--- src/rtl/serial_add_arbiter.sv ---
// -----------------------------------------------------------------------------
// serial_add_arbiter
//
// Shares one bit-serial full-adder cell between two requesters. A granted
// requester's operands are captured into shift registers and added LSB-first,
// one bit per clock. The result, its carry-out and the owning requester index
// are presented together with a one-cycle done pulse. Requesters are served
// round-robin; requester 0 wins the first contended grant after reset.
//
// Build option:
//   ADDON_SAT_EN  when defined, a final carry of 1 forces sum to all-ones
//                 (saturating add); cout still reports 1. Ports and timing
//                 are identical either way.
//
// Ports:
//   clk      in   1      clock, all state on rising edge
//   rst      in   1      synchronous active-high reset
//   req      in   2      per-requester add request, held until its gnt
//   a0, b0   in   WIDTH  operands of requester 0
//   a1, b1   in   WIDTH  operands of requester 1
//   gnt      out  2      one-hot one-cycle pulse: operands were captured
//   busy     out  1      high from capture until the cycle after done
//   done     out  1      one-cycle pulse: sum/cout/done_id are new
//   sum      out  WIDTH  last completed result, held until the next done
//   cout     out  1      carry-out of last completed add
//   done_id  out  1      requester that owns the last result
// -----------------------------------------------------------------------------
module serial_add_arbiter #(
  parameter int WIDTH = 8
) (
  input  logic             clk,
  input  logic             rst,
  input  logic [1:0]       req,
  input  logic [WIDTH-1:0] a0,
  input  logic [WIDTH-1:0] b0,
  input  logic [WIDTH-1:0] a1,
  input  logic [WIDTH-1:0] b1,
  output logic [1:0]       gnt,
  output logic             busy,
  output logic             done,
  output logic [WIDTH-1:0] sum,
  output logic             cout,
  output logic             done_id
);

  localparam int CNT_W = (WIDTH > 1) ? $clog2(WIDTH) : 1;

`ifdef ADDON_SAT_EN
  localparam bit SAT_EN = 1'b1;
`else
  localparam bit SAT_EN = 1'b0;
`endif

  typedef enum logic [1:0] {
    S_IDLE  = 2'd0,
    S_SHIFT = 2'd1,
    S_DONE  = 2'd2
  } state_t;

  // Two cascaded half adders; returns {carry, sum}.
  function automatic logic [1:0] full_add(input logic a, input logic b, input logic c);
    logic hs1;
    logic hc1;
    logic hs2;
    logic hc2;
    hs1 = a ^ b;
    hc1 = a & b;
    hs2 = hs1 ^ c;
    hc2 = hs1 & c;
    return {hc1 | hc2, hs2};
  endfunction

  function automatic logic [WIDTH-1:0] saturate(input logic [WIDTH-1:0] s, input logic c);
    return (SAT_EN && c) ? {WIDTH{1'b1}} : s;
  endfunction

  // Control state (reset)
  state_t             state_q, state_d;
  logic               carry_q, carry_d;
  logic [CNT_W-1:0]   cnt_q, cnt_d;
  logic               rr_q, rr_d;
  logic               owner_q, owner_d;
  logic [1:0]         gnt_q, gnt_d;
  logic               busy_q, busy_d;
  logic               done_q, done_d;
  logic [WIDTH-1:0]   sum_q, sum_d;
  logic               cout_q, cout_d;
  logic               id_q, id_d;

  // Datapath shift registers (no reset; only meaningful during SHIFT)
  logic [WIDTH-1:0]   opa_q, opa_d;
  logic [WIDTH-1:0]   opb_q, opb_d;

  logic               sel;
  logic [1:0]         fa;
  logic [WIDTH-1:0]   shifted_a;

  always_comb begin
    state_d   = state_q;
    carry_d   = carry_q;
    cnt_d     = cnt_q;
    rr_d      = rr_q;
    owner_d   = owner_q;
    gnt_d     = 2'b00;
    busy_d    = busy_q;
    done_d    = 1'b0;
    sum_d     = sum_q;
    cout_d    = cout_q;
    id_d      = id_q;
    opa_d     = opa_q;
    opb_d     = opb_q;
    sel       = 1'b0;
    fa        = full_add(opa_q[0], opb_q[0], carry_q);
    // The a register doubles as the result accumulator: each sum bit enters
    // at the MSB as the consumed operand bit leaves at the LSB, so after
    // WIDTH shifts it holds the complete sum.
    shifted_a = {fa[0], opa_q[WIDTH-1:1]};

    case (state_q)
      S_IDLE: begin
        if (|req) begin
          // Contention goes to whoever was not granted last.
          sel     = (req == 2'b11) ? ~rr_q : req[1];
          opa_d   = sel ? a1 : a0;
          opb_d   = sel ? b1 : b0;
          carry_d = 1'b0;
          cnt_d   = '0;
          gnt_d   = sel ? 2'b10 : 2'b01;
          busy_d  = 1'b1;
          rr_d    = sel;
          owner_d = sel;
          state_d = S_SHIFT;
        end
      end
      S_SHIFT: begin
        opa_d   = shifted_a;
        opb_d   = {1'b0, opb_q[WIDTH-1:1]};
        carry_d = fa[1];
        cnt_d   = cnt_q + CNT_W'(1);
        if (cnt_q == CNT_W'(WIDTH - 1)) begin
          sum_d   = saturate(shifted_a, fa[1]);
          cout_d  = fa[1];
          id_d    = owner_q;
          done_d  = 1'b1;
          state_d = S_DONE;
        end
      end
      S_DONE: begin
        busy_d  = 1'b0;
        state_d = S_IDLE;
      end
      default: begin
        state_d = S_IDLE;
      end
    endcase
  end

  always_ff @(posedge clk) begin
    if (rst) begin
      state_q <= S_IDLE;
      carry_q <= 1'b0;
      cnt_q   <= '0;
      rr_q    <= 1'b1;
      owner_q <= 1'b0;
      gnt_q   <= 2'b00;
      busy_q  <= 1'b0;
      done_q  <= 1'b0;
      sum_q   <= '0;
      cout_q  <= 1'b0;
      id_q    <= 1'b0;
    end else begin
      state_q <= state_d;
      carry_q <= carry_d;
      cnt_q   <= cnt_d;
      rr_q    <= rr_d;
      owner_q <= owner_d;
      gnt_q   <= gnt_d;
      busy_q  <= busy_d;
      done_q  <= done_d;
      sum_q   <= sum_d;
      cout_q  <= cout_d;
      id_q    <= id_d;
    end
  end

  always_ff @(posedge clk) begin
    opa_q <= opa_d;
    opb_q <= opb_d;
  end

  assign gnt     = gnt_q;
  assign busy    = busy_q;
  assign done    = done_q;
  assign sum     = sum_q;
  assign cout    = cout_q;
  assign done_id = id_q;

endmodule

--- config.mk ---
export PLATFORM = sky130hd
export DESIGN_NAME = serial_add_arbiter
export DESIGN_NICKNAME = d
export VERILOG_FILES = /design/src/rtl/serial_add_arbiter.sv
export SDC_FILE = /design/constraint.sdc
export NUM_CORES = 1
export LEC_CHECK = 0
export ABC_AREA = 1
export BUFFER_PORTS_ARGS = -buffer_cell sky130_fd_sc_hd__buf_2
export CORE_MARGIN = 4
export CORE_UTILIZATION = 35
export DETAILED_ROUTE_END_ITERATION = 16
export MAX_ROUTING_LAYER = met4
export PLACE_DENSITY = 0.69
export SETUP_SLACK_MARGIN = 0.1
export SYNTH_ARGS = -nofsm -noshare
export SYNTH_HDL_FRONTEND = slang
export SYNTH_SLANG_ARGS = --single-unit
--- constraint.sdc ---
create_clock -name clk -period 4 [get_ports clk]
set_input_delay 1 -clock clk [delete_from_list [all_inputs] [get_ports clk]]
set_output_delay 1 -clock clk [all_outputs]
set_load 0.05 [all_outputs]
; Word-level counts from Yosys, hierarchy flattened
; Cells that the tools add are included.
; Widths: inputs -> output; s select.
[word_totals]
elab_cells = 58
input_bits = 36
register_bits = 38
out_inout_bits = 14
[classes]
n_eq_ne = 6
reduce_logical = 11
mux = 18
bitwise_logic = 9
addsub = 1
[ops]
columns = cell, n
row1 = $mux 8, 4
row2 = $pmux 8 s2, 2
row3 = $reduce_and 2->1, 5
row4 = $mux 2, 3
row5 = $pmux 3 s2, 1
row6 = $eq 2x2->1 const B, 2
row7 = $mux 1, 4
row8 = $ne 2x2->1 const B, 2
row9 = $not 1->1, 4
row10 = $pmux 1 s2, 2
row11 = $pmux 2 s2, 1
row12 = $reduce_bool 2->1, 2
row13 = $reduce_or 2->1, 2
row14 = $add 3x1->3 const B, 1
row15 = $eq 3x3->1 const B, 1
row16 = $mux 3, 1
row17 = $reduce_or 3->1, 1
row18 = $and 1x1->1, 2
row19 = $eq 2x1->1 const B, 1
row20 = $logic_not 2->1, 1
row21 = $xor 1x1->1, 2
row22 = $or 1x1->1, 1

; Depth between registers and ports, before layout
; Gate-level depths: netlist of the first run.
[depth]
depth_word = 5
ltp_mapped = 8

; Worst setup path after synthesis of the first run
; Ideal clock, no wire load.
[synth_timing]
kind = input to register
startpoint = input port req[0]
endpoint = register opa_q[0] (enable)
setup_time_ns = 0.373
n_path_buf = 0
path_slack_ns = 2.008
arrival_time_ns = 1.619
path_stages = 4
required_ns = 3.627
path_cell_list = inv_1 -> nand2_1 -> nand2_1 -> nand2_1
[synth_via]
elab_chain_cells = 3
[synth_rtl]
columns = item, line
row1 = from (decl), 33  ; input logic [1:0] req,
row2 = $reduce_or 2->1, 121  ; if (|req) begin
row3 = $ne 2x2->1 (no line), n/a
row4 = $reduce_and 2->1 (no line), n/a
row5 = to (signal assigned), 187  ; opa_q <= opa_d;
row6 = to (decl), 91  ; logic [WIDTH-1:0] opa_q, opa_d;
; No other way between the ends.
; A chain may end at the register's enable or synchronous reset.

; Final worst setup path of the first run
[layout_timing]
startpoint = input port req[1]
endpoint = register opb_q[7] (enable)
[layout_via]
elab_chain_cells = 3
[layout_rtl]
columns = item, line
row1 = $reduce_or 2->1, 121
row2 = $ne 2x2->1 (no line), n/a
row3 = $reduce_and 2->1 (no line), n/a
row4 = to (signal assigned), 188  ; opb_q <= opb_d;
row5 = to (decl), 92  ; logic [WIDTH-1:0] opb_q, opb_d;
; No other way between the ends.

==> results of run 1 <==
worst min path at each step:
stage             start  endpoint  slack, ns  cells after the start
4_1_cts        cnt_q[0]  cnt_q[0]       0.47                      1
2_1_floorplan      rr_q      rr_q       0.43                      2
5_1_grt          sum[1]    sum[1]       0.49                      2
3_3_place_gp   opa_q[6]    sum[5]       0.45                      2
3_5_place_dp   opa_q[5]    sum[4]       0.45                      2
6_report       opa_q[5]    sum[4]       0.47                      2
critical path, cell delays in order:
cell and delay (ns):
buf_2 0.11, inv_1 0.04, nand2_1 0.06, nand2_1 0.14, nand2_1 0.57
cell type report:
cell class	count	area [sq um]	share of cell area
inverter	10	41.3	0.0201
clock buffer	7	76.3	0.0372
tap	67	83.8	0.0409
timing repair buffer	49	245	0.120
multi-input combinational	158	684	0.334
sequential	38	921	0.449
metrics by stage:
stage	hold WS (ns)	setup slack, ns
after CTS	0.466	1.99
after floorplan	0.429	2.01
after global placement	0.448	1.72
after detailed placement	0.451	1.69
after global routing	0.488	1.90
final	0.466	1.99
registers in the layout, indices dropped and copies added (netlist names):
name / flops
opa_q: 8
opb_q: 8
sum: 8
cnt_q: 3
gnt: 2
state_q: 2
busy: 1
carry_q: 1
cout: 1
done: 1
done_id: 1
owner_q: 1
rr_q: 1
Yosys cell counts (all sizes together):
cell type	n	share of area
ha	2	0.015
nand2	122	0.28
dfxtp	22	0.26
a21oi	6	0.020
edfxtp	16	0.28
inv	9	0.021
nor2	8	0.022
nand3	14	0.041
fa	1	0.012
o21ai	5	0.015
clkinv	1	0.0029
buf	7	0.029
power by group:
part,leakage (nW),total [mW],switching [mW],internal [mW]
Clock,0.0383,0.236,0.116,0.120
Sequential,0.344,0.465,0.0151,0.450
Combinational,0.694,0.121,0.0804,0.0408
per-layer routing:
layer / vias up / routed length, um
met2: 45 / 1690
met1: 642 / 1720
met4: 0 / 23
li1: 768 / -
met5: - / 0
met3: 2 / 222
kinds of logic (layout without fill, tap and decap cells):
family / Yosys count / count (layout) / synth area share
simple gates: 144 / 144 / 0.342
flops: 38 / 38 / 0.543
buf+inv: 17 / 66 / 0.0531
compound gates: 11 / 11 / 0.0347
fa+ha+maj: 3 / 3 / 0.0266
==> reports/qor.yml, run 1 <==
place:
  place_inst: 322
  placed_area_sq_um: 1980
  io_buffers: 49
  dp_hpwl_mm: 2.61
  globalplace.congestion: 0.782
cells_and_area:
  diodes: 0
  final_common_cell: "nand2_1"
  area_growth_pct: 21.0
  final_cell_mix: "nand2_1, buf_2, dfxtp_1"
  drive_gt1_frac: 0.260
  utilization: 0.434
  nNetsFinal: 301
  num-fill-cells: 498
  fin_cells: 329
  final_area_sq_um: 2050
global_routing:
  grt_pass1_wl_mm: 5.98
  grt_max_degree: 23
  gr-max-usage-layer: "met2"
  grt_util_met2: 0.205
  grt_remaining_overflow: 0
  use_met1: 0.155
  grt_antenna_before_repair: 0
  grtUsageTotal: 0.130
  grt_pass1_vias: 1336
  use_met3: 0.0499
timing:
  slew_viol_final: 0
  worst_slew_pin_slew_ns: 0.692
  fin_crit_ns: 2.01
  rsz0062_at_grt: "no"
  final_hold_viol_count: 0
  max_freq_ghz: 0.497
  slew_headroom: 0.537
  setup_violations: 0
  skew_ns: 0.00524
  period_share: 0.503
  tns_ns: 0
clocking:
  cts_buffers: 5
  hold_buffers: 0
  cts_max_path_buffers: 2
  cts_num_sinks: 38
  cts_setup_buffers: 0
  cts_tree: "built"
  clkSlewWorstSetupHoldPaths_ns: 0.06
  cts-root-buf: "clkbuf_8"
  clock_latency_ns: 0.28
  post_cts_resized: 0
  htreeDepth: 2
yosys:
  avgSynthCellArea_sq_um: 7.96
  synth_area_sq_um: 1700
  synth_seq_cells: 38
  synthDistinctLibCells: 21
  ys_seq_area_frac: 0.543
  yosysWarnings: 0
  synth_fp_nets: 252
  synthCells: 213
floorplanning:
  pin_count: 50
  fp.dieArea_sq_um: 6020
  fp.dieH_um: 77.6
  rows: 25
  die_x_um: 77.6
  core_sq_um: 4720
  initial_utilization: 0.359
critical_path:
  required_ns: 3.91
  rr_endpoint: "opb_q[7]"
  crit_end: "opb_q[7]"
  cp-end-kind: "flop"
  reg2reg_depth: 3
  reg2reg_from: "state_q[1]"
  startpoint: "req[1]"
  r2r_setup_slack_ns: 2.29
  cp_max_fo: 17
  critPathArrivalTime_ns: 1.92
  path_class: "in -> reg"
  start_kind: "input pin"
detailed_routing:
  totalWireLength_mm: 3.65
  wl_per_cell_um: 11.1
  firstDrtPassIters: 4
  via_per_inst: 4.43
  drt_iter0_drc: 81
  routed-via-count: 1457
  ant_nets: 0
  drcViolationCount: 0
run_status:
  status: "finished, final reports clean"
power:
  irDropWorstVdd_uv: 155
  power.total_mw: 0.822
  p_per_area_nw_per_um2: 401
  leakage_nw: 1.08
run:
  drv_cap: 0
min_path:
  hold_path.class: "reg -> reg"
Note: power is estimated with default switching activity, not from simulation.
==> inputs of run 2 (changes only) <==
--- a/config.mk
+++ b/config.mk
@@ -11,7 +11,7 @@
 export CORE_UTILIZATION = 35
 export DETAILED_ROUTE_END_ITERATION = 16
 export MAX_ROUTING_LAYER = met4
-export PLACE_DENSITY = 0.69
+export PLACE_DENSITY = 0.71
 export SETUP_SLACK_MARGIN = 0.1
 export SYNTH_ARGS = -nofsm -noshare
 export SYNTH_HDL_FRONTEND = slang
==> constraint.sdc (replaced) <==
create_clock -name clk -period 1.7 [get_ports clk]
set_input_delay 0.425 -clock clk [delete_from_list [all_inputs] [get_ports clk]]
set_output_delay 0.425 -clock clk [all_outputs]
set_load 0.05 [all_outputs]
==> run 2 against run 1 <==
  * First-iteration DRC count increased by 22%
  * Clock skew increased by 0.0018 ns
  * Clock-buffer cell count increased by 1
  * Global-route usage increased by 0.99 points
  * Clock power increased to 2.7 times the previous value
  * Via count increased by 1.7%
  * Die area unchanged
  * Highest routed layer unchanged
==> reports/qor.yml, run 2 (synthesis results as in run 1) <==
global_routing:
  grt_pass1_wl_mm: 6.48  # +8.3%
  grt_antenna_before_repair: 0  # unchanged
  grtUsageTotal: 0.140  # +0.00992
  grt_max_degree: 21  # -8.7%
  grt_remaining_overflow: 0  # unchanged
  grt_pass1_vias: 1413  # +5.8%
timing:
  slew_viol_final: 0  # unchanged
  tns_ns: 0  # unchanged
  period_share: 0.773
  rsz0062_at_grt: "no"
  max_freq_ghz: 0.761
  slew_headroom: 0.784  # +0.247
  worst_slew_pin_slew_ns: 0.323  # -0.369 ns
  final_hold_viol_count: 0  # unchanged
  skew_ns: 0.00708  # +0.00185 ns
  fin_crit_ns: 1.31
  setup_violations: 0  # unchanged
power:
  p_per_area_nw_per_um2: 964  # +140%
  seqPwrFrac: 0.540  # -0.025
  pwr-share-comb: 0.150  # +0.003
  switching_share: 0.259  # +0.00147
  clock_power_share: 0.310  # +0.023
  power.internal_mw: 1.50  # +150%
  irDropWorstVdd_uv: 281  # +81%
  switching_power_mw: 0.525  # +150%
  leakage_nw: 1.10  # +2.5%
floorplanning:
  core_sq_um: 4720  # unchanged
  die_x_um: 77.6  # unchanged
  rows: 25  # unchanged
  initial_utilization: 0.359  # unchanged
  fp.dieArea_sq_um: 6020  # unchanged
  pin_count: 50  # unchanged
  fp.dieH_um: 77.6  # unchanged
place:
  globalplace.congestion: 0.840  # +7.4%
  io_buffers: 49  # unchanged
  dp_hpwl_mm: 2.81  # +7.8%
critical_path:
  crit_end: "sum[1]"
  start_kind: "flop"
  rr_endpoint: "sum[1]"
  reg2reg_depth: 8  # +5
  cp-end-kind: "flop"
  critPathArrivalTime_ns: 1.50  # -0.42 ns
  required_ns: 1.88  # -2.03 ns
  cp_slowest_stage_delay_ns: 0.33  # -0.24 ns
  reg2reg_from: "cnt_q[0]"
  cp_max_fo: 10  # -7
  path_class: "reg -> reg"
  critPathSlowestCell: "dfxtp_1"
  startpoint: "cnt_q[0]"
  r2r_setup_slack_ns: 0.39  # -1.90 ns
  worstPathCellList: "ha_1 -> ha_1 -> inv_2 -> nor2_4 -> nand2_2 -> clkinv_2 -> nand2_1 -> nand2_1"
clocking:
  post_cts_resized: 0  # unchanged
  htreeDepth: 2  # unchanged
  clock_latency_ns: 0.29  # about the same
  cts_tree: "built"
  hold_buffers: 0  # unchanged
  cts-root-buf: "clkbuf_8"
  cts_num_sinks: 38  # unchanged
  cts_buffers: 5  # unchanged
  cts_max_path_buffers: 2  # unchanged
  clkSlewWorstSetupHoldPaths_ns: 0.07  # about the same
  cts_setup_buffers: 0  # unchanged
detailed_routing:
  totalWireLength_mm: 3.76  # +3.0%
  drt_iter0_drc: 99  # +22%
  via_per_inst: 4.45  # +0.49%
  wl_per_cell_um: 11.3  # +1.7%
  ant_nets: 0  # unchanged
  firstDrtPassIters: 4  # unchanged
  routed-via-count: 1482  # +1.7%
  drcViolationCount: 0  # unchanged
min_path:
  hold_path.class: "in -> reg"
cells_and_area:
  num-fill-cells: 482  # -3.2%
  drive_gt1_frac: 0.271  # +0.0111
  area_growth_pct: 23.9
  final_cell_mix: "nand2_1, buf_2, dfxtp_1"
  utilization: 0.445  # +0.0103
  final_common_cell: "nand2_1"
  diodes: 0  # unchanged
  nNetsFinal: 304  # +1.0%
run_status:
  status: "finished, final reports clean"
run:
  drv_cap: 0  # unchanged
==> run 2: changes by cell type in the layout (fill, tap and decap cells not counted) <==
cell      change
buf_12        +1
buf_4         +2
clkbuf_8      +1
==> run 2: worst min path at each step <==
stage	from	endpoint	slack, ns	cells past startpoint
6_report	rst	owner_q	0.40	2
3_3_place_gp	opa_q[5]	sum[4]	0.45	2
3_5_place_dp	cnt_q[0]	cnt_q[0]	0.46	1
4_1_cts	rst	owner_q	0.39	2
2_1_floorplan	rr_q	rr_q	0.43	2
5_1_grt	rst	owner_q	0.42	2
==> run 2: critical path, delay by kind of cell, from the launching register on <==
| kind | cells | cell delay [ns] |
|---|---|---|
| flip-flops | 1 | 0.33 |
| AND/OR/NAND/NOR | 4 | 0.27 |
| buffers and inverters | 2 | 0.22 |
| adder cells (fa/ha/maj) | 2 | 0.38 |
==> run 2: power by group through the flow <==
stage / clock network, mW / logic, mW / registers [mW]
3_5_place_dp: 0 / 0.308 / 1.11
3_3_place_gp: 0 / 0.302 / 1.11
4_1_cts: 0.651 / 0.309 / 1.09
2_1_floorplan: 0 / 0.187 / 1.12
5_1_grt: 0.704 / 0.350 / 1.10
6_report: 0.628 / 0.304 / 1.09
==> run 2: area by class of cell <==
type	count	area [sq um]	share of cell area
Inverter	10	41.3	0.0197
Multi-Input combinational cell	158	684	0.326
Tap cell	67	83.8	0.0399
Clock buffer	8	90.1	0.0429
Timing Repair Buffer	52	280	0.133
Sequential cell	38	921	0.438
==> run 2: metrics by stage <==
stage	instances	instance area (sq um)	power (mW)	setup WS (ns)	hold slack (ns)
2_1_floorplan	213	1700	1.31	0.274	0.429
3_3_place_gp	325	2010	1.41	0.319	0.449
3_5_place_dp	325	2010	1.42	0.274	0.455
4_1_cts	333	2100	2.05	0.369	0.389
5_1_grt	333	2100	2.16	0.263	0.418
6_report	333	2100	2.02	0.386	0.401
==> run 2: per-layer routing <==
layer,routed length [um],global-route usage
met1,1660,0.170
met2,1810,0.218
met5,0,-
met4,55,0.0516
met3,237,0.0429
